--- src/rtl/apb_initiator_pkg.sv ---
// Shared types for the APB4 initiator: FSM encoding and the response record.
package apb_initiator_pkg;

    typedef enum logic [1:0] {
        IDLE   = 2'd0,
        SETUP  = 2'd1,
        ACCESS = 2'd2,
        RESP   = 2'd3
    } state_e;

    // Response record is sized for the widest supported bus (64 bits);
    // the top slices it down to DATA_W.
    localparam int RSP_DATA_MAX_W = 64;

    typedef struct packed {
        logic [RSP_DATA_MAX_W-1:0] rdata;
        logic                      err;
        logic                      timeout;
    } rsp_t;

endpackage

--- src/rtl/apb_initiator_wdt.sv ---
// ACCESS-phase watchdog: counts wait-state cycles and flags the one that
// would bring the count to LIMIT, so the transfer aborts after exactly LIMIT
// ACCESS cycles without pready.
module apb_initiator_wdt #(
    parameter int LIMIT = 256
) (
    input  logic clk,
    input  logic rst,
    input  logic clr,
    input  logic tick,
    output logic expired
);

    localparam int CNT_W = $clog2(LIMIT + 1);

    logic [CNT_W-1:0] r_cnt;

    // Clear on the way into ACCESS, count each wait state, saturate at LIMIT.
    always_ff @(posedge clk or negedge rst) begin
        if (!rst) begin
            r_cnt <= '0;
        end else if (clr) begin
            r_cnt <= '0;
        end else if (tick && (r_cnt != CNT_W'(LIMIT))) begin
            r_cnt <= r_cnt + 1'b1;
        end
    end

    assign expired = tick && (r_cnt == CNT_W'(LIMIT - 1));

endmodule

--- src/rtl/apb_initiator.sv ---
// APB4 requester: one local-bus command in, one APB transfer, one response out.
// Optional ACCESS timeout is built when APB_INITIATOR_TIMEOUT_EN is defined.
import apb_initiator_pkg::*;

module apb_initiator #(
    parameter int ADDR_W         = 16,
    parameter int DATA_W         = 32,
    parameter int STRB_W         = DATA_W / 8,
    parameter int TIMEOUT_CYCLES = 256
) (
    input  logic              clk,
    input  logic              rst,
    input  logic              cmd_valid,
    output logic              cmd_ready,
    input  logic              cmd_write,
    input  logic [ADDR_W-1:0] cmd_addr,
    input  logic [DATA_W-1:0] cmd_wdata,
    input  logic [STRB_W-1:0] cmd_wstrb,
    output logic              rsp_valid,
    input  logic              rsp_ready,
    output logic [DATA_W-1:0] rsp_rdata,
    output logic              rsp_err,
    output logic              rsp_timeout,
    output logic              psel,
    output logic              penable,
    output logic              pwrite,
    output logic [ADDR_W-1:0] paddr,
    output logic [DATA_W-1:0] pwdata,
    output logic [STRB_W-1:0] pstrb,
    input  logic [DATA_W-1:0] prdata,
    input  logic              pready,
    input  logic              pslverr
);

    state_e            r_state;
    logic              r_cmd_ready;
    logic              r_psel;
    logic              r_penable;
    logic              r_pwrite;
    logic [ADDR_W-1:0] r_paddr;
    logic [DATA_W-1:0] r_pwdata;
    logic [STRB_W-1:0] r_pstrb;
    logic              r_rsp_valid;
    rsp_t              r_rsp;

    // Any address bit below the bus word size set means the access is unaligned.
    logic w_misaligned;
    assign w_misaligned = (cmd_addr & ADDR_W'(STRB_W - 1)) != '0;

`ifdef APB_INITIATOR_TIMEOUT_EN
    logic w_wdt_expired;

    apb_initiator_wdt #(
        .LIMIT (TIMEOUT_CYCLES)
    ) u_wdt (
        .clk     (clk),
        .rst     (rst),
        .clr     (r_state == SETUP),
        .tick    ((r_state == ACCESS) && !pready),
        .expired (w_wdt_expired)
    );
`endif

    // Main FSM; every APB and response output is a register updated here.
    always_ff @(posedge clk or negedge rst) begin
        if (!rst) begin
            r_state     <= IDLE;
            r_cmd_ready <= 1'b1;
            r_psel      <= 1'b0;
            r_penable   <= 1'b0;
            r_pwrite    <= 1'b0;
            r_paddr     <= '0;
            r_pwdata    <= '0;
            r_pstrb     <= '0;
            r_rsp_valid <= 1'b0;
            r_rsp       <= '0;
        end else begin
            case (r_state)
                IDLE: begin
                    if (cmd_valid) begin
                        r_paddr     <= cmd_addr;
                        r_pwrite    <= cmd_write;
                        r_pwdata    <= cmd_wdata;
                        // Reads must drive all-zero strobes on APB4.
                        r_pstrb     <= cmd_write ? cmd_wstrb : '0;
                        r_cmd_ready <= 1'b0;
                        if (w_misaligned) begin
                            r_rsp_valid   <= 1'b1;
                            r_rsp.rdata   <= '0;
                            r_rsp.err     <= 1'b1;
                            r_rsp.timeout <= 1'b0;
                            r_state       <= RESP;
                        end else begin
                            r_psel  <= 1'b1;
                            r_state <= SETUP;
                        end
                    end
                end
                SETUP: begin
                    r_penable <= 1'b1;
                    r_state   <= ACCESS;
                end
                ACCESS: begin
                    if (pready) begin
                        r_psel        <= 1'b0;
                        r_penable     <= 1'b0;
                        r_rsp_valid   <= 1'b1;
                        r_rsp.rdata   <= r_pwrite ? '0 : RSP_DATA_MAX_W'(prdata);
                        r_rsp.err     <= pslverr;
                        r_rsp.timeout <= 1'b0;
                        r_state       <= RESP;
                    end
`ifdef APB_INITIATOR_TIMEOUT_EN
                    else if (w_wdt_expired) begin
                        r_psel        <= 1'b0;
                        r_penable     <= 1'b0;
                        r_rsp_valid   <= 1'b1;
                        r_rsp.rdata   <= '0;
                        r_rsp.err     <= 1'b1;
                        r_rsp.timeout <= 1'b1;
                        r_state       <= RESP;
                    end
`endif
                end
                RESP: begin
                    if (rsp_ready) begin
                        r_rsp_valid <= 1'b0;
                        r_cmd_ready <= 1'b1;
                        r_state     <= IDLE;
                    end
                end
                default: begin
                    r_state <= IDLE;
                end
            endcase
        end
    end

    assign cmd_ready = r_cmd_ready;
    assign psel      = r_psel;
    assign penable   = r_penable;
    assign pwrite    = r_pwrite;
    assign paddr     = r_paddr;
    assign pwdata    = r_pwdata;
    assign pstrb     = r_pstrb;
    assign rsp_valid = r_rsp_valid;
    assign rsp_rdata = r_rsp.rdata[DATA_W-1:0];
    assign rsp_err   = r_rsp.err;

`ifdef APB_INITIATOR_TIMEOUT_EN
    assign rsp_timeout = r_rsp.timeout;
`else
    assign rsp_timeout = 1'b0;
`endif

    // Upper record bits (narrow bus) and the timeout flag (feature off) are
    // never read; fold them here so they are visibly accounted for.
    logic w_unused_rsp;
    assign w_unused_rsp = ^{r_rsp.rdata, r_rsp.timeout};

endmodule

--- config.mk ---
export PLATFORM = sky130hd
export DESIGN_NAME = apb_initiator
export DESIGN_NICKNAME = d
export VERILOG_FILES = /design/src/rtl/apb_initiator_pkg.sv /design/src/rtl/apb_initiator_wdt.sv /design/src/rtl/apb_initiator.sv
export SDC_FILE = /design/constraint.sdc
export NUM_CORES = 1
export LEC_CHECK = 0
export BUFFER_PORTS_ARGS = -buffer_cell sky130_fd_sc_hd__buf_2
export CAP_MARGIN = 20
export CORE_AREA = 3 3 116 118
export DETAILED_ROUTE_END_ITERATION = 7
export DIE_AREA = 0 0 119 121
export REMOVE_ABC_BUFFERS = 1
export SLEW_MARGIN = 20
export SYNTH_ARGS = -nofsm -noshare
export SYNTH_HDL_FRONTEND = slang
export SYNTH_SLANG_ARGS = --single-unit
--- constraint.sdc ---
create_clock -name clk -period 2.2 [get_ports clk]
set_input_delay 0 -clock clk [delete_from_list [all_inputs] [get_ports clk]]
set_output_delay 0 -clock clk [all_outputs]
set_load 0.005 [all_outputs]
## Word level (Yosys, flattened, before mapping)

Cells that the tools add are included.

- Add/sub/neg operators: 0
- $mul: 0
- Divide/modulo/power cells: 0
- Magnitude comparators: 0
- Equal/unequal tests: 8
- Shift-type cells: 0
- Multiplexer cells: 24
- Bitwise logic cells: 0
- Reduce and logical (&&, ||, !) cells: 13

Operators by type and width:

| kind | count |
|---|---|
| 34-bit two-way mux | 3 |
| 34-bit one-hot mux with 2 select lines | 1 |
| 32-bit two-way mux | 1 |
| 16-bit nonzero test | 1 |
| 2-bit != test (second input constant) | 5 |
| 1-bit two-way mux | 9 |
| 2-bit two-way mux | 4 |
| 2-bit one-hot mux with 4 select lines | 1 |
| 4-bit AND reduction | 2 |
| 1-bit one-hot mux with 2 select lines | 3 |
| 3-bit AND reduction | 2 |
| 2-bit nonzero test | 3 |
| 5-bit AND reduction | 1 |
| 2-bit equality test (second input constant) | 2 |
| 4-bit two-way mux | 1 |
| 2-bit AND reduction | 2 |
| 1-bit one-hot mux with 3 select lines | 1 |
| 3-bit nonzero test | 1 |
| 2-bit by 1-bit equality test with 1-bit output (second input constant) | 1 |
| 2-bit logical NOT | 1 |

- Flip-flop bits (word level): 92
- Latch bits: 0
- Bits in writable memories: 0
- Bits in read-only memories: 0
- Output and inout port bits: 91
- Logic and storage cells: 56
- Memories kept: 0

## Logic depth before layout (Yosys ltp)

Gate-level depths: netlist of the first run.

- Depth after elaboration: 4
- Depth in mapped cells: 9
- Depth with buffers taken out: 6

## Least setup slack after synthesis of the first run

Ideal clock, no wire load.

- Path kind: register -> register
- Start point: reg r_state[0]
- End point: reg r_pwdata[4] (netlist: pwdata[4])
- Arrival: 1.621 ns
- Data required time: 2.075 ns
- Setup slack: 0.454 ns
- Stages on the path, launching flop included: 8
- Path buffers: 3
- Clock period less this slack: 1.746 ns
- Cell sequence: dfrtp_1 -> inv_1 -> ha_1 -> buf_4 -> nand2_1 -> buf_2 -> buf_2 -> mux2_2

- Cells in the longest elaborated chain, start to end: 2

Ends and longest elaborated chain:

| element | RTL line | source |
|---|---|---|
| start: declaration | apb_initiator.sv:35 | `state_e r_state;` |
| start signal: assignment | apb_initiator.sv:67 | `r_state <= IDLE;` |
| start signal: assignment | apb_initiator.sv:92 | `r_state <= RESP;` |
| start signal: assignment | apb_initiator.sv:95 | `r_state <= SETUP;` |
| 2-bit logical NOT | apb_initiator.sv:78 | `case (r_state)` |
| 2-bit AND reduction (no source line) | - |  |
| end signal: assignment | apb_initiator.sv:83 | `r_pwdata <= cmd_wdata;` |
| end: declaration | apb_initiator.sv:41 | `logic [DATA_W-1:0] r_pwdata;` |

Every way passes these cells.
A chain may end at the register's enable or synchronous reset.

## Worst setup path in the final report of the first run

- Start point: reg r_state[1]
- End point: reg r_rsp (netlist bit rsp_rdata[5])

- Cells in the longest elaborated chain, start to end: 3

Ends and longest elaborated chain:

| element | RTL line | source |
|---|---|---|
| 2-bit equality test or 2-bit logical NOT (tied branches) | apb_initiator.sv:78 |  |
| 2-bit != test (no source line) or 2-bit nonzero test (tied branches) | - |  |
| 4-bit AND reduction (no source line) | - |  |
| end: declaration | apb_initiator.sv:44 | `rsp_t r_rsp;` |

Several ways; a longest one is shown, not always the timed one.

==> results.sh, run 1 <==
export IMPL_outcome="complete, no violations"
export IMPL_fin_area_um2=6060
export IMPL_cts_setup_buffers=0
export IMPL_drv_slew=0
export IMPL_ys_seq_area_share_pct=61.7
export IMPL_netlist_area_um2=3740
export IMPL_globalplace_congestion=0.743
export IMPL_drt_wl_total_um=9830
export IMPL_synth_top_cell_by_area="sky130_fd_sc_hd__dfrtp_1"
export IMPL_nFillCells=1099
export IMPL_ant_nets=0
export IMPL_max_slew_margin_rel_pct=60.4
export IMPL_die_height_um=121
export IMPL_syn2layout_area_growth_pct=62.2
export IMPL_crit_type="reg -> reg"
export IMPL_die_w_um=119
export IMPL_hold_path_startpoint="pready"
export IMPL_ctsRootBufferMaster="sky130_fd_sc_hd__clkbuf_16"
export IMPL_global_route_wire_length_before_repair_um=16000
export IMPL_switching_share_pct=33.7
export IMPL_netlist_area_leader_share_pct=61.0
export IMPL_multi_input_comb_area_um2=1200
export IMPL_core_area_um2=12600
export IMPL_worst_hold_path_endpoint="penable"
export IMPL_placedInstanceArea_um2=4850
export IMPL_max_stage_delay_ns=0.43
export IMPL_setup_violations_final=0
export IMPL_hpwl_um=6420
export IMPL_detailedRoute_firstIterationViolations=119
export IMPL_finalHoldViolations=0
export IMPL_startpoint_type="flip-flop"
export IMPL_worstPathCellList="inv_1, ha_1, nor2_1, a211oi_4, buf_12, nand3_1, o21ai_1"
export IMPL_globalRouteTotalUtil_pct=13.9
export IMPL_cts_tree="built"
export IMPL_worst_setup_hold_path_clk_slew_ns=0.06
export IMPL_syn_mean_instance_area_um2=12.1
export IMPL_detail_route_vias_per_cell=4.25
export IMPL_timing_rr_end="rsp_rdata[5]"
export IMPL_min_clock_period_post_route_ns=1.94
export IMPL_io_buffer_count=180
export IMPL_yosys_top_cells_area="sky130_fd_sc_hd__dfrtp_1, sky130_fd_sc_hd__mux2_2, sky130_fd_sc_hd__nand3_1"
export IMPL_design_portCount=182
export IMPL_grt_start_max_net_pins=60
export IMPL_final_cell_mix="sky130_fd_sc_hd__buf_2, sky130_fd_sc_hd__dlygate4sd3_1, sky130_fd_sc_hd__dfrtp_1, sky130_fd_sc_hd__mux2_2, sky130_fd_sc_hd__inv_1"
export IMPL_p_total_w=0.00757
export IMPL_layout_commonest_cell="sky130_fd_sc_hd__buf_2"
export IMPL_worst_clock_skew_ns=0.00872
export IMPL_synth_cells=309
export IMPL_clkLatencyLatePin_ns=0.34
export IMPL_worst_r2r_path_depth=7
export IMPL_final_min_period_over_clock_period_pct=88.1
export IMPL_cell_area_power_density_nw_per_um2=1250
export IMPL_crit_required_ns=2.46
export IMPL_tightest_slew_ns=0.593
export IMPL_power_leakage_nw=2.96
export IMPL_numPlacedInstances=649
export IMPL_numClockSinks=92
export IMPL_p_int_w=0.00502
export IMPL_critical_path_slowest_cell="sky130_fd_sc_hd__dfrtp_1"
export IMPL_n_antenna_cell=0
export IMPL_end_kind="flip-flop"
export IMPL_finish_cell_count_without_fillers=758
export IMPL_num_nets_final=679
export IMPL_first_global_vias=3293
export IMPL_total_congestion_overflow=0
export IMPL_drive_gt1_share_pct=43.0
export IMPL_placementRows=41
export IMPL_synth_edf_count=0
export IMPL_cts_inserted_buffers=9
export IMPL_cap_violations=0
export IMPL_starting_density_of_the_core_pct=29.7
export IMPL_routed_via_count=3224
export IMPL_rsz_0062_raised_after_global_routing="false"
export IMPL_cts_htree_levels=3
export IMPL_antenna_found_initial=0
export IMPL_holdCritPathClass="in -> reg"
export IMPL_yosysUniqueCellTypes=25
export IMPL_cts_path_max_buffers=2
export IMPL_worstSetupStartpoint="r_state[1]"
export IMPL_async_reset_ff_share_pct=100
export IMPL_seq_area_um2=2300
export IMPL_seqPwrFrac_pct=39.3
export IMPL_total_switching_power_w=0.00255
export IMPL_timing_hold_worst_path_depth=3
export IMPL_pwr_share_clk_pct=19.3
export IMPL_floorplan_die_area_um2=14400
export IMPL_setup_ws_ns=0.262
export IMPL_vdd_drop_max_mv=0.602
export IMPL_regToRegSetupSlack_ns=0.26
export IMPL_share_comb_of_total_power_pct=41.4
export IMPL_regToRegStartpoint="r_state[1]"
export IMPL_remaining_drc_errors=0
export IMPL_ys_warnings_count=0
export IMPL_dr_pass1_iters=4
export IMPL_synth_seq_cells=92
export IMPL_cp_arrival_ns=2.20
export IMPL_route_detailed_wl_per_inst_um=13.0
export IMPL_postSynth_topFlopCell="sky130_fd_sc_hd__dfrtp_1"
export IMPL_crit_fanout=59
export IMPL_max_freq_mhz=516
export IMPL_place_worst_setup_slack_ns=0.283
## worst max path at each step
stage               depth (start not counted)       endpoint  slack, ns
finish                                      7   rsp_rdata[5]       0.26
global placement                            7        rsp_err       0.34
floorplan                                   5   rsp_rdata[1]      -1.10
global route                                7  rsp_rdata[30]       0.08
CTS                                         7   rsp_rdata[5]       0.26
detailed placement                          7  rsp_rdata[24]       0.28
## sequential cells by signal, summed over array words and instances (netlist names)
name	cells
paddr	16
psel	1
rsp_err	1
rsp_valid	1
pwrite	1
rsp_rdata	32
pwdata	32
cmd_ready	1
penable	1
r_state	2
pstrb	4
## metrics by stage
| step | util (%) | hold slack [ns] | setup TNS, ns |
|---|---|---|---|
| finish | 48.2 | 0.0119 | 0 |
| global route | 48.2 | 0.0615 | 0 |
| CTS | 48.2 | 0.00256 | 0 |
| floorplan | - | -0.296 | -50.69 |
| detailed placement | 38.6 | 0.123 | 0 |
| global placement | 38.6 | 0.111 | 0 |
## cells by family (layout without fill, tap and decap cells)
| kind of cell | Yosys count | count (layout) | share of synthesized area (%) |
|---|---|---|---|
| simple gates | 49 | 49 | 6.20 |
| fa+ha+maj | 7 | 7 | 2.34 |
| compound gates | 53 | 53 | 7.80 |
| buf+inv | 56 | 333 | 6.60 |
| flops | 92 | 92 | 61.7 |
| mux | 51 | 51 | 15.3 |
| other cells | 1 | 1 | 0.100 |
## power by group through the flow
stage,sequential [W],clock [W],combinational [W]
CTS,0.00298,0.00152,0.00316
floorplan,0.00308,0,0.00145
detailed placement,0.00299,0,0.00301
finish,0.00298,0.00146,0.00313
global placement,0.00296,0,0.00294
global route,0.00308,0.00160,0.00348
## area by class of cell
class | count | area share [%]
clock buffer | 15 | 4.58
clock inverter | 1 | 0.0826
inverter | 38 | 2.35
multi-input combinational | 161 | 19.8
sequential | 92 | 38.0
tap | 172 | 3.55
timing repair buffer | 279 | 31.6
## critical path, delay by kind of cell, from the launching register on
kind	cells	cell delay, ns
buffers and inverters	2	0.41
AOI/OAI and AO/OA	2	0.37
and+or+nand+nor	2	0.24
DFF	1	0.43
adders and majority gates	1	0.37
## per-layer routing
layer / GRT usage [%] / share of wire (%)
met5: 0 / 0
met2: 23.2 / 49
met3: 3.82 / 6.5
met4: 6.81 / 2.5
met1: 16.5 / 42
## synth_stat cells (all sizes together), types with 2 or more instances
library cell,instances
inv,38
clkbuf,3
a21oi,3
nor2,3
ha,7
buf,15
nand3,33
dfrtp,91
o21ai,43
mux2,49
nand2,11
mux2i,2
## what timing repair did
| action | in CTS | in global routing |
|---|---|---|
| hold buffers | 93 | 0 |
| endpoints found under the hold margin | 179 | 0 |
| gates resized for setup | 0 | 0 |
Power figures use the tool's default switching activity.
==> run 2: changes to the inputs <==
--- a/config.mk
+++ b/config.mk
@@ -5,11 +5,12 @@
 export SDC_FILE = /design/constraint.sdc
 export NUM_CORES = 1
 export LEC_CHECK = 0
+export ABC_AREA = 1
 export BUFFER_PORTS_ARGS = -buffer_cell sky130_fd_sc_hd__buf_2
 export CAP_MARGIN = 20
-export CORE_AREA = 3 3 116 118
+export CORE_AREA = 3 3 120 122
 export DETAILED_ROUTE_END_ITERATION = 7
-export DIE_AREA = 0 0 119 121
+export DIE_AREA = 0 0 123 125
 export REMOVE_ABC_BUFFERS = 1
 export SLEW_MARGIN = 20
 export SYNTH_ARGS = -nofsm -noshare
==> results.sh, run 2 <==
export IMPL_cp_arrival_ns=2.06
export IMPL_yosys_top_cells_area="sky130_fd_sc_hd__dfrtp_1, sky130_fd_sc_hd__nand2_1, sky130_fd_sc_hd__inv_1"
export IMPL_cts_path_max_buffers=2
export IMPL_drv_slew=0
export IMPL_timing_rr_end="rsp_rdata[13]"
export IMPL_cts_htree_levels=3
export IMPL_min_clock_period_post_route_ns=1.79
export IMPL_power_leakage_nw=3.70
export IMPL_die_height_um=125
export IMPL_finalSetupTns_ns=0
export IMPL_post_cts_resize_count=0
export IMPL_final_min_period_over_clock_period_pct=81.4
export IMPL_globalRoute_busiestLayer="met2"
export IMPL_io_buffer_count=180
export IMPL_starting_density_of_the_core_pct=30.2
export IMPL_final_cell_mix="sky130_fd_sc_hd__nand2_1, sky130_fd_sc_hd__buf_2, sky130_fd_sc_hd__dlygate4sd3_1, sky130_fd_sc_hd__dfrtp_1, sky130_fd_sc_hd__inv_1"
export IMPL_ys_seq_area_share_pct=57.4
export IMPL_ys_warnings_count=0
export IMPL_startpoint_type="flip-flop"
export IMPL_synthTopCellsByCount="sky130_fd_sc_hd__nand2_1, sky130_fd_sc_hd__dfrtp_1, sky130_fd_sc_hd__inv_1"
export IMPL_syn_mean_instance_area_um2=8.10
export IMPL_total_congestion_overflow=0
export IMPL_cts_setup_buffers=0
export IMPL_netlist_area_um2=4010
export IMPL_routed_via_count=3796
export IMPL_antenna_found_initial=0
export IMPL_cts_hold_buffers=92
export IMPL_route_detailed_wl_per_inst_um=12.1
export IMPL_netlist_area_leader_share_pct=56.8
export IMPL_cap_violations=0
export IMPL_numPlacedInstances=836
export IMPL_dr_pass1_iters=4
export IMPL_multi_input_comb_area_um2=1400
export IMPL_regToRegSetupSlack_ns=0.41
export IMPL_max_freq_mhz=559
export IMPL_detail_route_vias_per_cell=4.02
export IMPL_globalRouteTotalUtil_pct=14.7
export IMPL_grt_met3_usage_pct=4.47
export IMPL_pwr_share_clk_pct=23.2
export IMPL_crit_required_ns=2.47
export IMPL_cts_inserted_buffers=9
export IMPL_drt_wl_total_um=11400
export IMPL_tightest_slew_ns=0.530
export IMPL_finish_cell_count_without_fillers=944
export IMPL_seq_area_um2=2300
export IMPL_worst_hold_path_endpoint="cmd_ready"
export IMPL_synth_most_common_cell="sky130_fd_sc_hd__nand2_1"
export IMPL_max_slew_margin_rel_pct=64.7
export IMPL_p_total_w=0.00708
export IMPL_total_switching_power_w=0.00259
export IMPL_remaining_drc_errors=0
export IMPL_hpwl_um=7310
export IMPL_outcome="complete, no violations"
export IMPL_finalHoldViolations=0
export IMPL_num_nets_final=861
export IMPL_holdCritPathClass="in -> reg"
export IMPL_first_global_vias=3824
export IMPL_global_route_wire_length_before_repair_um=18100
export IMPL_crit_type="reg -> reg"
export IMPL_p_int_w=0.00449
export IMPL_share_comb_of_total_power_pct=39.5
export IMPL_switching_share_pct=36.6
export IMPL_rsz_0062_raised_after_global_routing="false"
export IMPL_nFillCells=1251
export IMPL_hold_path_startpoint="cmd_valid"
export IMPL_grt_met2_usage_pct=23.7
export IMPL_yosysUniqueCellTypes=21
export IMPL_core_area_um2=13300
export IMPL_cts_tree="built"
export IMPL_syn2layout_area_growth_pct=57.4
export IMPL_use_met1_pct=18.1
export IMPL_worst_setup_hold_path_clk_slew_ns=0.07
export IMPL_n_antenna_cell=0
export IMPL_seqPwrFrac_pct=37.3
export IMPL_worst_clock_skew_ns=0.0100
export IMPL_synth_edf_count=0
export IMPL_crit_fanout=33
export IMPL_detailedRoute_firstIterationViolations=207
export IMPL_synth_seq_cells=92
export IMPL_setup_violations_final=0
export IMPL_async_reset_ff_share_pct=100
export IMPL_cell_area_power_density_nw_per_um2=1120
export IMPL_design_portCount=182
export IMPL_layout_commonest_cell="sky130_fd_sc_hd__nand2_1"
export IMPL_drive_gt1_share_pct=27.9
export IMPL_postSynth_topFlopCell="sky130_fd_sc_hd__dfrtp_1"
export IMPL_regToRegStartpoint="r_state[0]"
export IMPL_placementRows=42
export IMPL_timing_hold_worst_path_depth=5
export IMPL_vdd_drop_max_mv=0.622
export IMPL_ctsRootBufferMaster="sky130_fd_sc_hd__clkbuf_16"
export IMPL_end_kind="flip-flop"
export IMPL_synth_cells=495
export IMPL_globalplace_congestion=0.797
export IMPL_numClockSinks=92
export IMPL_die_w_um=123
export IMPL_ant_nets=0
export IMPL_clkLatencyLatePin_ns=0.34
export IMPL_floorplan_die_area_um2=15400
export IMPL_synth_top_cell_by_area="sky130_fd_sc_hd__dfrtp_1"
export IMPL_worst_r2r_path_depth=9
export IMPL_grt_start_max_net_pins=55
run 2: kinds of logic (layout without fill, tap and decap cells):
family | count (synthesis) | count (layout) | share of synthesized area, %
other | 1 | 1 | 0.0935
adder cells (fa/ha/maj) | 7 | 7 | 2.18
buffers and inverters | 66 | 339 | 7.83
flip-flops | 92 | 92 | 57.4
AO/OA/AOI/OAI | 15 | 15 | 1.87
AND/OR/NAND/NOR | 314 | 314 | 30.6
run 2: layout make-up:
| type | count | share of cell area, % |
|---|---|---|
| flip-flops and latches | 92 | 36.5 |
| clock buffers | 11 | 3.84 |
| clock inverters | 5 | 1.19 |
| multi-input cells | 337 | 22.1 |
| repair buffers | 278 | 30.2 |
| well taps | 176 | 3.49 |
| inverters | 45 | 2.68 |
run 2: through the flow:
step / instance area (um^2) / util (%) / hold slack [ns] / worst slack (ns)
after detailed placement: 5070 / 38.2 / 0.0175 / 0.447
final: 6310 / 47.5 / 0.0525 / 0.410
after global placement: 5070 / 38.2 / 0.0109 / 0.481
after CTS: 6310 / 47.5 / 0.0305 / 0.424
after global routing: 6310 / 47.5 / 0.0914 / 0.226
after floorplan: 3870 / - / -0.296 / -0.347
run 2: how the worst max path moves through the flow:
stage	depth (start not counted)	startpoint	end	slack [ns]
2_1_floorplan	5	r_state[0]	pwrite	-0.35
3_3_place_gp	8	r_state[1]	rsp_rdata[7]	0.48
3_5_place_dp	8	r_state[1]	rsp_rdata[13]	0.45
4_1_cts	8	r_state[1]	rsp_rdata[15]	0.42
5_1_grt	8	r_state[0]	rsp_rdata[23]	0.23
6_report	9	r_state[0]	rsp_rdata[13]	0.41
run 2: metal layers:
| layer | vias to the layer above | part of all wire (%) |
|---|---|---|
| li1 | 1989 | - |
| met1 | 1643 | 44 |
| met2 | 145 | 45 |
| met3 | 19 | 8.1 |
| met4 | 0 | 2.2 |
| met5 | - | 0 |
run 2: power by group through the flow:
| stage | combinational, W | sequential [W] | clock, W |
|---|---|---|---|
| after CTS | 0.00284 | 0.00264 | 0.00170 |
| after global placement | 0.00268 | 0.00265 | 0 |
| after detailed placement | 0.00272 | 0.00266 | 0 |
| after global routing | 0.00319 | 0.00271 | 0.00178 |
| final | 0.00280 | 0.00264 | 0.00164 |
| after floorplan | 0.00143 | 0.00270 | 0 |
run 2: critical path: stages (launching register included):
cell and delay (ns):
sky130_fd_sc_hd__dfrtp_1 0.42, sky130_fd_sc_hd__inv_1 0.15, sky130_fd_sc_hd__ha_1 0.31, sky130_fd_sc_hd__inv_2 0.10, sky130_fd_sc_hd__nand2_4 0.08, sky130_fd_sc_hd__nand2_2 0.07
sky130_fd_sc_hd__nor2_4 0.07, sky130_fd_sc_hd__buf_4 0.31, sky130_fd_sc_hd__nand2_1 0.11, sky130_fd_sc_hd__nand2_1 0.10
==> run 3: changes to the inputs <==
==> constraint.sdc (replaced) <==
create_clock -name clk -period 1.46 [get_ports clk]
set_input_delay 0 -clock clk [delete_from_list [all_inputs] [get_ports clk]]
set_output_delay 0 -clock clk [all_outputs]
set_load 0.005 [all_outputs]
==> results.sh, run 3 (synthesis results as in run 2) <==
export IMPL_num_nets_final=889
export IMPL_globalRouteTotalUtil_pct=15.5
export IMPL_worst_setup_hold_path_clk_slew_ns=0.06
export IMPL_worst_r2r_path_depth=10
export IMPL_die_w_um=123
export IMPL_cap_violations=0
export IMPL_crit_required_ns=1.73
export IMPL_finish_cell_count_without_fillers=972
export IMPL_end_kind="flip-flop"
export IMPL_design_portCount=182
export IMPL_worst_clock_skew_ns=0.00367
export IMPL_ant_nets=0
export IMPL_holdCritPathClass="in -> reg"
export IMPL_timing_hold_worst_path_depth=7
export IMPL_final_min_period_over_clock_period_pct=105
export IMPL_drv_slew=0
export IMPL_cts_path_max_buffers=2
export IMPL_floorplan_die_area_um2=15400
export IMPL_die_height_um=125
export IMPL_cell_area_power_density_nw_per_um2=1810
export IMPL_setup_ws_ns=-0.0694
export IMPL_first_global_vias=3981
export IMPL_outcome="finished with violations"
export IMPL_crit_fanout=8
export IMPL_ctsRootBufferMaster="sky130_fd_sc_hd__clkbuf_16"
export IMPL_layout_commonest_cell="sky130_fd_sc_hd__nand2_1"
export IMPL_power_leakage_nw=3.90
export IMPL_place_worst_setup_slack_ns=-0.0701
export IMPL_cts_tree="built"
export IMPL_cp_arrival_ns=1.80
export IMPL_placementRows=42
export IMPL_route_detailed_wl_per_inst_um=12.8
export IMPL_violations="setup timing"
export IMPL_cts_inserted_buffers=9
export IMPL_hpwl_um=7440
export IMPL_dr_pass1_iters=4
export IMPL_remaining_drc_errors=0
export IMPL_antenna_found_initial=0
export IMPL_rsz_0062_raised_after_global_routing="true"
export IMPL_finalSetupTns_ns=-0.771
export IMPL_drt_wl_total_um=12500
export IMPL_placedInstanceArea_um2=5200
export IMPL_holdWs_ns=0.175
export IMPL_tightest_slew_ns=0.544
export IMPL_io_buffer_count=180
export IMPL_min_clock_period_post_route_ns=1.53
export IMPL_crit_type="reg -> reg"
export IMPL_clkLatencyLatePin_ns=0.33
export IMPL_starting_density_of_the_core_pct=30.2
export IMPL_routed_via_count=3996
export IMPL_final_cell_mix="sky130_fd_sc_hd__nand2_1, sky130_fd_sc_hd__buf_2, sky130_fd_sc_hd__dlygate4sd3_1, sky130_fd_sc_hd__dfrtp_1, sky130_fd_sc_hd__inv_1"
export IMPL_finalHoldViolations=0
export IMPL_max_slew_margin_rel_pct=63.7
export IMPL_n_antenna_cell=0
export IMPL_detail_route_vias_per_cell=4.11
export IMPL_core_area_um2=13300
export IMPL_numPlacedInstances=851
export IMPL_numClockSinks=92
export IMPL_total_congestion_overflow=0
export IMPL_fin_area_um2=6730
export IMPL_max_freq_mhz=654
export IMPL_setup_violations_final=16
export IMPL_syn2layout_area_growth_pct=67.7
export IMPL_startpoint_type="flip-flop"
export IMPL_grt_start_max_net_pins=93
export IMPL_globalplace_congestion=0.802
export IMPL_detailedRoute_firstIterationViolations=186
export IMPL_global_route_wire_length_before_repair_um=19100
export IMPL_vdd_drop_max_mv=0.697
export IMPL_drive_gt1_share_pct=32.2
export IMPL_cts_htree_levels=3
-- run 3: metal layers --
layer / GRT usage [%] / part of all wire [%] / vias up
li1: - / - / 2054
met1: 19.4 / 43 / 1782
met2: 25.4 / 48 / 151
met3: 5.33 / 8.1 / 9
met4: 4.30 / 0.93 / 0
met5: 0 / 0 / -
-- run 3: repair_timing --
item	4_1_cts	5_1_grt
pin swaps	0	13
resized for setup	16	21
gates cloned	2	3
hold buffers	92	0
buffers inserted	5	3
setup endpoints to repair	74	87
endpoints found under the hold margin	178	0
-- run 3: path summary, 6_finish.rpt --
path | startpoint | end | slack (ns)
max | r_state[0] | rsp_rdata[11] | -0.07
min | cmd_valid | cmd_ready | 0.17
max reg2reg | r_state[0] | rsp_rdata[11] | -0.07
min reg2reg | cmd_ready | cmd_ready | 0.46
max in group asynchronous | rst | cmd_ready | 0.79
min in group asynchronous | rst | rsp_rdata[0] | 0.19
-- run 3: layout make-up --
class,count,area [um^2]
fill,1216,6570
sequential,92,2300
timing repair buffer,304,2220
multi-input combinational,339,1510
clock buffer,12,246
tap,176,220
inverter,45,171
clock inverter,4,48.8
-- run 3: report_power, final --
part	internal [W]	leakage [nW]	total (W)	switching [W]
Clock	0.00137	0.147	0.00231	0.000941
Sequential	0.00349	1.18	0.00397	0.000475
Combinational	0.00276	2.57	0.00587	0.00311
Total	0.00762	3.90	0.0122	0.00453
-- run 3: worst max-delay path: stages (launching register included) --
cell and delay (ns):
sky130_fd_sc_hd__dfrtp_1 0.36, sky130_fd_sc_hd__inv_2 0.07, sky130_fd_sc_hd__ha_2 0.21, sky130_fd_sc_hd__nand2_4 0.09, sky130_fd_sc_hd__nand2_4 0.07, sky130_fd_sc_hd__buf_4 0.14
sky130_fd_sc_hd__nor2_4 0.14, sky130_fd_sc_hd__buf_12 0.14, sky130_fd_sc_hd__buf_16 0.12, sky130_fd_sc_hd__nand2_1 0.05, sky130_fd_sc_hd__nand2_1 0.07
-- run 3: stage by stage --
step | power (W) | utilization (%)
CTS | 0.0117 | 49.5
finish | 0.0122 | 50.6
global route | 0.0132 | 50.6
floorplan | 0.00622 | -
global placement | 0.00841 | 39.1
detailed placement | 0.00849 | 39.1
